--- src/rtl/pipelined_booth_mult_if.sv ---
// pipelined_booth_mult_if -- operand/product handshake bundle for pipelined_booth_mult.
//
// Signals:
//   in_valid  : producer offers an operand pair
//   in_ready  : multiplier accepts the offered pair this cycle
//   X, Y      : multiplicand / multiplier, WIDTH bits
//   is_signed : 1 = two's-complement operands, 0 = unsigned (travels with X/Y)
//   out_valid : P holds a product
//   out_ready : consumer takes P this cycle
//   P         : product, 2*WIDTH bits
//
// Modports: master = operand producer and product consumer, slave = multiplier.
interface pipelined_booth_mult_if #(
  parameter int WIDTH = 12
);
  logic                 in_valid;
  logic                 in_ready;
  logic [WIDTH-1:0]     X;
  logic [WIDTH-1:0]     Y;
  logic                 is_signed;
  logic                 out_valid;
  logic                 out_ready;
  logic [2*WIDTH-1:0]   P;

  modport master (
    output in_valid, X, Y, is_signed, out_ready,
    input  in_ready, out_valid, P
  );

  modport slave (
    input  in_valid, X, Y, is_signed, out_ready,
    output in_ready, out_valid, P
  );
endinterface

--- src/rtl/pipelined_booth_mult.sv ---
// pipelined_booth_mult -- three-stage radix-4 Booth multiplier with valid/ready flow control.
//
//   S1: Booth recoding of Y into WIDTH/2+1 partial products of X (2*WIDTH bits each)
//   S2: carry-save reduction of the partial products to a sum and a carry vector
//   S3: carry-propagate add into P
//
// Ports:
//   clk      : clock, rising edge
//   rst      : asynchronous active-high reset, clears every stage and P
//   bus      : pipelined_booth_mult_if.slave (operand handshake in, product handshake out)
//   done_cnt : completed-product counter, CNT_W bits, wraps
//              (only when PIPELINED_BOOTH_MULT_CNT_EN is defined)
//
// Parameters: WIDTH (even, 4..32) operand width; CNT_W width of done_cnt.
// Optional feature macro: PIPELINED_BOOTH_MULT_CNT_EN.
module pipelined_booth_mult #(
  parameter int WIDTH = 12,
  parameter int CNT_W = 16
) (
  input  logic                   clk,
  input  logic                   rst,
  pipelined_booth_mult_if.slave  bus
`ifdef PIPELINED_BOOTH_MULT_CNT_EN
  ,
  output logic [CNT_W-1:0]       done_cnt
`endif
);

  localparam int PW   = 2 * WIDTH;
  localparam int ROWS = WIDTH / 2 + 1;

  if ((WIDTH % 2) != 0 || WIDTH < 4 || WIDTH > 32) begin : g_bad_width
    $error("pipelined_booth_mult: WIDTH must be even and in 4..32");
  end
  if (CNT_W < 1) begin : g_bad_cnt_w
    $error("pipelined_booth_mult: CNT_W must be at least 1");
  end

  // Stage valid bits and handshake.
  logic v1, v2, v3;
  logic adv1, adv2, adv3;
  logic accept;

  // A stage may load when it is empty or its contents move on this edge.
  assign adv3         = !v3 || bus.out_ready;
  assign adv2         = !v2 || adv3;
  assign adv1         = !v1 || adv2;
  assign bus.in_ready = adv1;
  assign accept       = bus.in_valid && adv1;

  // S1 combinational: Booth recoding.
  // One extra magnitude row (ROWS = WIDTH/2+1) covers unsigned operands with
  // the MSB set; for signed operands the top triplet is all sign bits and
  // recodes to zero.
  logic [WIDTH+2:0] y_pad;      // {extended Y, implicit y[-1] = 0}
  logic [PW-1:0]    x_ext;
  logic [2:0]       trip;
  logic [PW-1:0]    mag;
  logic [PW-1:0]    pp_d [ROWS];

  // NOTE: every variable written here is assigned before any branch reads or
  // skips it, so no latches are inferred.
  always_comb begin
    y_pad = bus.is_signed ? {{2{bus.Y[WIDTH-1]}}, bus.Y, 1'b0}
                          : {2'b00, bus.Y, 1'b0};
    x_ext = bus.is_signed ? {{WIDTH{bus.X[WIDTH-1]}}, bus.X}
                          : {{WIDTH{1'b0}}, bus.X};
    trip  = '0;
    mag   = '0;
    for (int i = 0; i < ROWS; i++) begin
      trip = y_pad[2*i +: 3];
      unique case (trip)
        3'b001, 3'b010: mag = x_ext;
        3'b011:         mag = x_ext << 1;
        3'b100:         mag = -(x_ext << 1);
        3'b101, 3'b110: mag = -x_ext;
        default:        mag = '0;             // 000, 111
      endcase
      pp_d[i] = mag << (2 * i);
    end
  end

  // S2 combinational: 3:2 carry-save compression, one row at a time.
  logic [PW-1:0] pp1 [ROWS];
  logic [PW-1:0] s_acc, c_acc, s_nxt;

  // NOTE: blocking assignments are deliberate here; each loop iteration must
  // see the accumulator values produced by the previous iteration.
  always_comb begin
    s_acc = pp1[0];
    c_acc = '0;
    s_nxt = '0;
    for (int i = 1; i < ROWS; i++) begin
      s_nxt = s_acc ^ c_acc ^ pp1[i];
      c_acc = ((s_acc & c_acc) | (s_acc & pp1[i]) | (c_acc & pp1[i])) << 1;
      s_acc = s_nxt;
    end
  end

  logic [PW-1:0] sum2, carry2;
  logic [PW-1:0] p_q;

  assign bus.out_valid = v3;
  assign bus.P         = p_q;

  // NOTE: the partial-product array is cleared on reset along with the rest
  // of the datapath, so no state from before reset can surface afterwards.
  always_ff @(posedge clk or posedge rst) begin
    if (rst) begin
      v1     <= 1'b0;
      v2     <= 1'b0;
      v3     <= 1'b0;
      for (int i = 0; i < ROWS; i++) pp1[i] <= '0;
      sum2   <= '0;
      carry2 <= '0;
      p_q    <= '0;
`ifdef PIPELINED_BOOTH_MULT_CNT_EN
      done_cnt <= '0;
`endif
    end else begin
      if (adv1) begin
        v1 <= accept;
        if (accept) begin
          for (int i = 0; i < ROWS; i++) pp1[i] <= pp_d[i];
        end
      end
      if (adv2) begin
        v2 <= v1;
        if (v1) begin
          sum2   <= s_acc;
          carry2 <= c_acc;
        end
      end
      // P only changes when a new product arrives; it holds through stalls.
      if (adv3) begin
        v3 <= v2;
        if (v2) p_q <= sum2 + carry2;
      end
`ifdef PIPELINED_BOOTH_MULT_CNT_EN
      if (v3 && bus.out_ready) done_cnt <= done_cnt + 1'b1;
`endif
    end
  end

endmodule

--- src/flat_wrapper.sv ---
// flat-port wrapper written by rule: the top's interface ports become plain ports
module pipelined_booth_mult_flat 
#(
  parameter int WIDTH = 12,
  parameter int CNT_W = 16
)
  (clk, rst, bus_in_valid, bus_X, bus_Y, bus_is_signed, bus_out_ready, bus_in_ready, bus_out_valid, bus_P);
  pipelined_booth_mult_if #(.WIDTH(WIDTH)) bus_i ();
  input  logic clk;
  input  logic rst;
  input wire logic [$bits(bus_i.in_valid)-1:0] bus_in_valid;
  input wire logic [$bits(bus_i.X)-1:0] bus_X;
  input wire logic [$bits(bus_i.Y)-1:0] bus_Y;
  input wire logic [$bits(bus_i.is_signed)-1:0] bus_is_signed;
  input wire logic [$bits(bus_i.out_ready)-1:0] bus_out_ready;
  output wire logic [$bits(bus_i.in_ready)-1:0] bus_in_ready;
  output wire logic [$bits(bus_i.out_valid)-1:0] bus_out_valid;
  output wire logic [$bits(bus_i.P)-1:0] bus_P;
  assign bus_i.in_valid = bus_in_valid;
  assign bus_i.X = bus_X;
  assign bus_i.Y = bus_Y;
  assign bus_i.is_signed = bus_is_signed;
  assign bus_i.out_ready = bus_out_ready;
  assign bus_in_ready = bus_i.in_ready;
  assign bus_out_valid = bus_i.out_valid;
  assign bus_P = bus_i.P;
  pipelined_booth_mult #(.WIDTH(WIDTH), .CNT_W(CNT_W)) u_core (.clk(clk), .rst(rst), .bus(bus_i));
endmodule
--- config.mk ---
export PLATFORM = sky130hd
export DESIGN_NAME = pipelined_booth_mult_flat
export DESIGN_NICKNAME = d
export VERILOG_FILES = /design/src/rtl/pipelined_booth_mult_if.sv /design/src/rtl/pipelined_booth_mult.sv /design/src/flat_wrapper.sv
export SDC_FILE = /design/constraint.sdc
export NUM_CORES = 1
export LEC_CHECK = 0
export BUFFER_PORTS_ARGS = -buffer_cell sky130_fd_sc_hd__buf_2
export CORE_MARGIN = 2
export CORE_UTILIZATION = 30
export CTS_BUF_LIST = sky130_fd_sc_hd__clkbuf_4 sky130_fd_sc_hd__clkbuf_8 sky130_fd_sc_hd__clkbuf_16
export DETAILED_ROUTE_END_ITERATION = 8
export PLACE_DENSITY = 0.52
export RECOVER_POWER = 100
export SLEW_MARGIN = 20
export SYNTH_ARGS = -nofsm -noshare
export SYNTH_HDL_FRONTEND = slang
export SYNTH_SLANG_ARGS = --single-unit
--- constraint.sdc ---
create_clock -name clk -period 9.9 [get_ports clk]
set_input_delay 0.495 -clock clk [delete_from_list [all_inputs] [get_ports clk]]
set_output_delay 0.495 -clock clk [all_outputs]
set_load 0.005 [all_outputs]
# After elaboration in Yosys (flattened, before gate mapping)
# Cells that the tools add are included.
[totals]
reg_bits = 200
in_bits = 29
output_inout_bits = 26
elab_cells = 128
[op_classes]
addsub = 3
n_eq_ne = 42
muxes = 9
bitwise = 37
reduce_logical = 24
[op_table]
columns = ["operator", "n"]
rows = [
  ["23-bit AND", 16],
  ["24-bit bitwise XOR", 11],
  ["23-bit OR", 10],
  ["24-bit case mux with 4 select lines", 1],
  ["22-bit case mux with 4 select lines", 1],
  ["20-bit case mux with 4 select lines", 1],
  ["18-bit case mux with 4 select lines", 1],
  ["16-bit case mux with 4 select lines", 1],
  ["3-bit equality test (second input constant)", 21],
  ["14-bit case mux with 4 select lines", 1],
  ["24-bit negator", 2],
  ["12-bit case mux with 4 select lines", 1],
  ["3-bit by 2-bit equality test with 1-bit output (second input constant)", 14],
  ["2-bit OR reduction", 14],
  ["24-bit adder", 1],
  ["24-bit 2-to-1 mux", 1],
  ["3-bit by 1-bit equality test with 1-bit output (second input constant)", 7],
  ["15-bit 2-to-1 mux", 1],
  ["2-bit AND reduction", 3],
  ["1-bit logical NOT", 3],
  ["1-bit logical OR", 3],
  ["1-bit logical AND", 1],
]

# Logic depth before layout (Yosys ltp)
[logic_depth]
ltp_word = 16
depth_mapped = 10
ltp_nobuf = 10

# Worst setup path before layout
# OpenSTA, ideal clock, no wires.
[synth_path]
path_kind = "reg-to-reg"
startpoint = "register u_core.pp1[136] in the netlist's numbering"
endpoint = "register u_core.sum2[16]"
setup_time_ps = 125
arrival_time_ps = 3311
t_required_ps = 9775
path_slack_ps = 6464
stages_incl_launch_ff = 8
path_buffers = 0
period_less_slack_ps = 3436
path_cell_list = "dfrtp_1 -> ha_1 -> fa_1 -> fa_1 -> fa_1 -> fa_1 -> fa_1 -> mux2_2"
[synth_between]
elab_chain_cells = 11
[synth_rtl]
columns = ["element", "line", "text"]
rows = [
  ["from (decl)", "pipelined_booth_mult.sv:84", "logic [PW-1:0] pp1 [ROWS];"],
  ["24-bit bitwise XOR (11 in a row)", "pipelined_booth_mult.sv:94", "s_nxt = s_acc ^ c_acc ^ pp1[i];"],
  ["via u_core.s_acc[16]", "pipelined_booth_mult.sv:85", "logic [PW-1:0] s_acc, c_acc, s_nxt;"],
  ["to (signal assigned)", "pipelined_booth_mult.sv:114", "sum2 <= '0;"],
  ["to (signal assigned)", "pipelined_booth_mult.sv:130", "sum2 <= s_acc;"],
  ["to (decl)", "pipelined_booth_mult.sv:100", "logic [PW-1:0] sum2, carry2;"],
]
# The timed path passes the listed nets, and every way through them passes these cells.
# A chain may end at the register's enable or synchronous reset.

# Worst setup path in the final report
[layout_path]
startpoint = "register u_core.v2"
endpoint = "register u_core.pp1[71] in the netlist's numbering"
[layout_between]
elab_chain_cells = 5
[layout_rtl]
columns = ["element", "line", "text"]
rows = [
  ["from (decl)", "pipelined_booth_mult.sv:40", "logic v1, v2, v3;"],
  ["from (signal assigned)", "pipelined_booth_mult.sv:128", "v2 <= v1;"],
  ["1-bit logical NOT *", "pipelined_booth_mult.sv:46", "assign adv2 = !v2 || adv3;"],
  ["1-bit logical OR *", "pipelined_booth_mult.sv:46", ""],
  ["1-bit logical OR *", "pipelined_booth_mult.sv:47", "assign adv1 = !v1 || adv2;"],
  ["1-bit logical AND", "pipelined_booth_mult.sv:49", "assign accept = bus.in_valid && adv1;"],
  ["2-bit AND reduction (no source line) *", "n/a", ""],
]
# Mark *: on every way between the ends. The rest lies on a longest branch, timed or not.

==> results.ini <==
[synthesis]
synthCells = 1346
ys_warn_count = 0
synth_ff_type = dfrtp_1
synth.cell_area_sq_mm = 0.0131
ys_seq_area_frac = 0.368
synth-seq-cells = 193
synth_edf_count = 0
synth_area_per_cell_sq_um = 9.75
synth_cell_types = 76
synth_fp_nets = 1503
postSynth.asyncResetShare = 1.00

[route]
dr.pass1.iters = 7
routed_wl_um = 40900
vias = 10300
drcViolationCount = 0
vias_per_cell = 5.37
wl_per_cell_um = 21.3
first_iter_violations = 1059
drt.antenna.violating_nets = 0

[cts]
cts_buffer_depth = 2
htreeDepth = 4
numClockSinks = 193
post-cts-setup-buffer-count = 0
cts_buffers = 17
root_buffer = clkbuf_16
insertion_delay_ns = 0.46
cts_tree = done
path_clk_slew_ns = 0.08
cts.hold.buffers_added = 0
post_cts_resized = 0

[sta]
max_clock_freq_ghz = 0.185
drv_slew = 403
tns_ns = 0
fin_skew_ns = 0.0153
min_period_ns = 5.42
slew_headroom = -2.75
worst_pin_slew_ns = 5.59
rsz0062_at_grt = false
finalSetupViolCount = 0
final_hold_viol_count = 0
fin_crit_sh = 0.547

[placed_design]
dp_hpwl_um = 29200
placement.io_buffers = 54
gp_congestion = 0.927

[grt]
grt_first_pass_wirelength_um = 63300
grt.total_usage = 0.186
grt_overflow_total = 0
met3_usage = 0.0400
met1_usage = 0.274
met2_usage = 0.269
top_usage_layer = met1
grt_pass1_vias = 10100
grt_max_degree = 123
antenna_found_initial = 0

[run_status]
violations = max-capacitance violations, max-slew violations
status = finished, violations left

[worst_setup_path]
endpoint_kind = flop
ff2ff_path_depth = 6
max_stage_delay_ns = 1.97
worstPathMaxFanout = 55
worstSetupPathType = flop to flop
critPathRequiredTime_ns = 10.30
slowest_stage = clkbuf_1
critPathArrivalTime_ns = 5.82
start_kind = flop
worstPathCellList = nand4b_1, and2_2, clkbuf_1, o21ai_0, a21oi_1, a21o_1

[power_and_ir_drop]
fin_total_pwr_mw = 3.60
ir_worst_vdd_uv = 106
power_density_mw_per_mm2 = 252
leakage_nw = 6.33

[worst_hold_path]
hp-class = input pin to flop
hold_depth = 2

[finish]
drive_above_1_share = 0.110
fin_nets = 1479
area_growth_pct = 8.87
insertedDiodeCount = 0

[floorplan]
rows = 76
die_area_sq_mm = 0.0454
die_h_um = 213
io-pin-count = 55
core_area_sq_mm = 0.0431
initial_utilization = 0.305
fp.dieW_um = 213

[run]
cap_violations = 8

-- worst paths after layout --
path / startpoint / end / slack, ns
setup / recovery: u_core.v2 / u_core.pp1[71] / 4.48
hold / removal: bus_in_valid / u_core.v1 / 0.29
setup reg to reg: u_core.v2 / u_core.pp1[71] / 4.48
hold reg to reg: u_core.bus.P[23] / u_core.bus.P[23] / 0.47
max in group asynchronous: rst / u_core.pp1[115] / 5.40
min in group asynchronous: rst / u_core.bus.P[7] / 1.78
-- power breakdown --
group / total [mW] / switching [mW] / internal (mW)
clock: 0.693 / 0.357 / 0.336
sequential: 1.13 / 0.134 / 0.995
combinational: 1.77 / 0.937 / 0.837
total: 3.60 / 1.43 / 2.17
-- per-stage QoR --
stage	instances	utilization	hold WS [ns]	setup slack, ns	area, sq um
2_1_floorplan	1346	-	0.435	4.15	13100
3_3_place_gp	1888	0.320	0.464	6.28	13800
3_5_place_dp	1888	0.320	0.466	6.23	13800
4_1_cts	1920	0.333	0.267	6.22	14400
5_1_grt	1920	0.332	0.291	4.08	14300
6_report	1920	0.332	0.290	4.48	14300
-- worst max-delay path, delay by kind of cell (launching register included) --
kind,cells,cell delay (ns)
and+or+nand+nor,2,0.41
DFF,1,0.41
buffers and inverters,1,1.97
AOI/OAI and AO/OA,3,2.54
-- synth_stat cells, drive strengths merged (6+ instances only) --
cell	number	area share
nor3	25	0.011
a22o	7	0.0047
nor2	73	0.021
o31ai	12	0.0076
dfrtp	193	0.37
a311oi	6	0.0040
xor2	22	0.015
o21ai	96	0.037
o211ai	7	0.0040
fa	76	0.12
nand2b	8	0.0038
clkbuf	79	0.023
o21a	12	0.0069
a22oi	12	0.0069
a221oi	37	0.026
or3	6	0.0032
o22ai	10	0.0048
a31oi	16	0.0076
a21o	34	0.019
xnor2	51	0.034
inv	35	0.010
ha	52	0.050
o21bai	6	0.0034
a21oi	53	0.020
nand2	195	0.056
buf	26	0.010
o221ai	6	0.0040
nor2b	8	0.0040
mux2i	10	0.0076
nor3b	6	0.0034
mux2	55	0.047
a211o	6	0.0040
nand3	39	0.015
a222oi	7	0.0053
-- registers in the layout, summed over array words and instances (netlist names) --
signal                count
u_core.sum2              24
u_core.carry2            16
u_core.pp1              126
u_core.v2                 1
u_core.bus.out_valid      1
u_core.bus.P             24
u_core.v1                 1
-- cell families after synthesis --
family,Yosys count,share of synthesized area
buf+inv,145,0.0445
compound gates,353,0.183
mux,66,0.0565
simple gates,387,0.133
xor+xnor,73,0.0493
fa+ha+maj,129,0.166
flops,193,0.368
-- per-layer routing --
layer / routed length [um] / up-vias
li1: - / 4732
met1: 19500 / 5085
met2: 17400 / 420
met3: 2930 / 71
met4: 1100 / 0
met5: 0 / -
-- cell type report --
| type | count | area, sq um |
|---|---|---|
| Clock buffer | 17 | 425 |
| Timing Repair Buffer | 62 | 293 |
| Fill cell | 4440 | 28800 |
| Multi-Input combinational cell | 1008 | 7710 |
| Inverter | 40 | 151 |
| Tap cell | 585 | 732 |
| Sequential cell | 193 | 4830 |
| Clock inverter | 15 | 143 |
-- placed cells by master, fill, tap and decap left out, types with 12 or more instances in the layout --
| cell | synthesis | routed |
|---|---|---|
| a221oi_1 | 35 | 35 |
| fa_1 | 76 | 76 |
| clkbuf_16 | 0 | 17 |
| clkbuf_1 | 79 | 24 |
| nor3_1 | 22 | 22 |
| a31oi_1 | 16 | 16 |
| inv_1 | 35 | 34 |
| dfrtp_1 | 193 | 193 |
| ha_1 | 52 | 52 |
| nand2_1 | 194 | 193 |
| o21a_1 | 12 | 12 |
| a21o_1 | 34 | 34 |
| mux2_2 | 55 | 55 |
| a22oi_1 | 12 | 12 |
| o21ai_0 | 90 | 96 |
| buf_2 | 5 | 33 |
| a21oi_1 | 53 | 53 |
| nand3_1 | 39 | 39 |
| nor2_1 | 72 | 71 |
| xnor2_1 | 51 | 51 |
| xor2_1 | 21 | 22 |
Power figures use the tool's default switching activity.
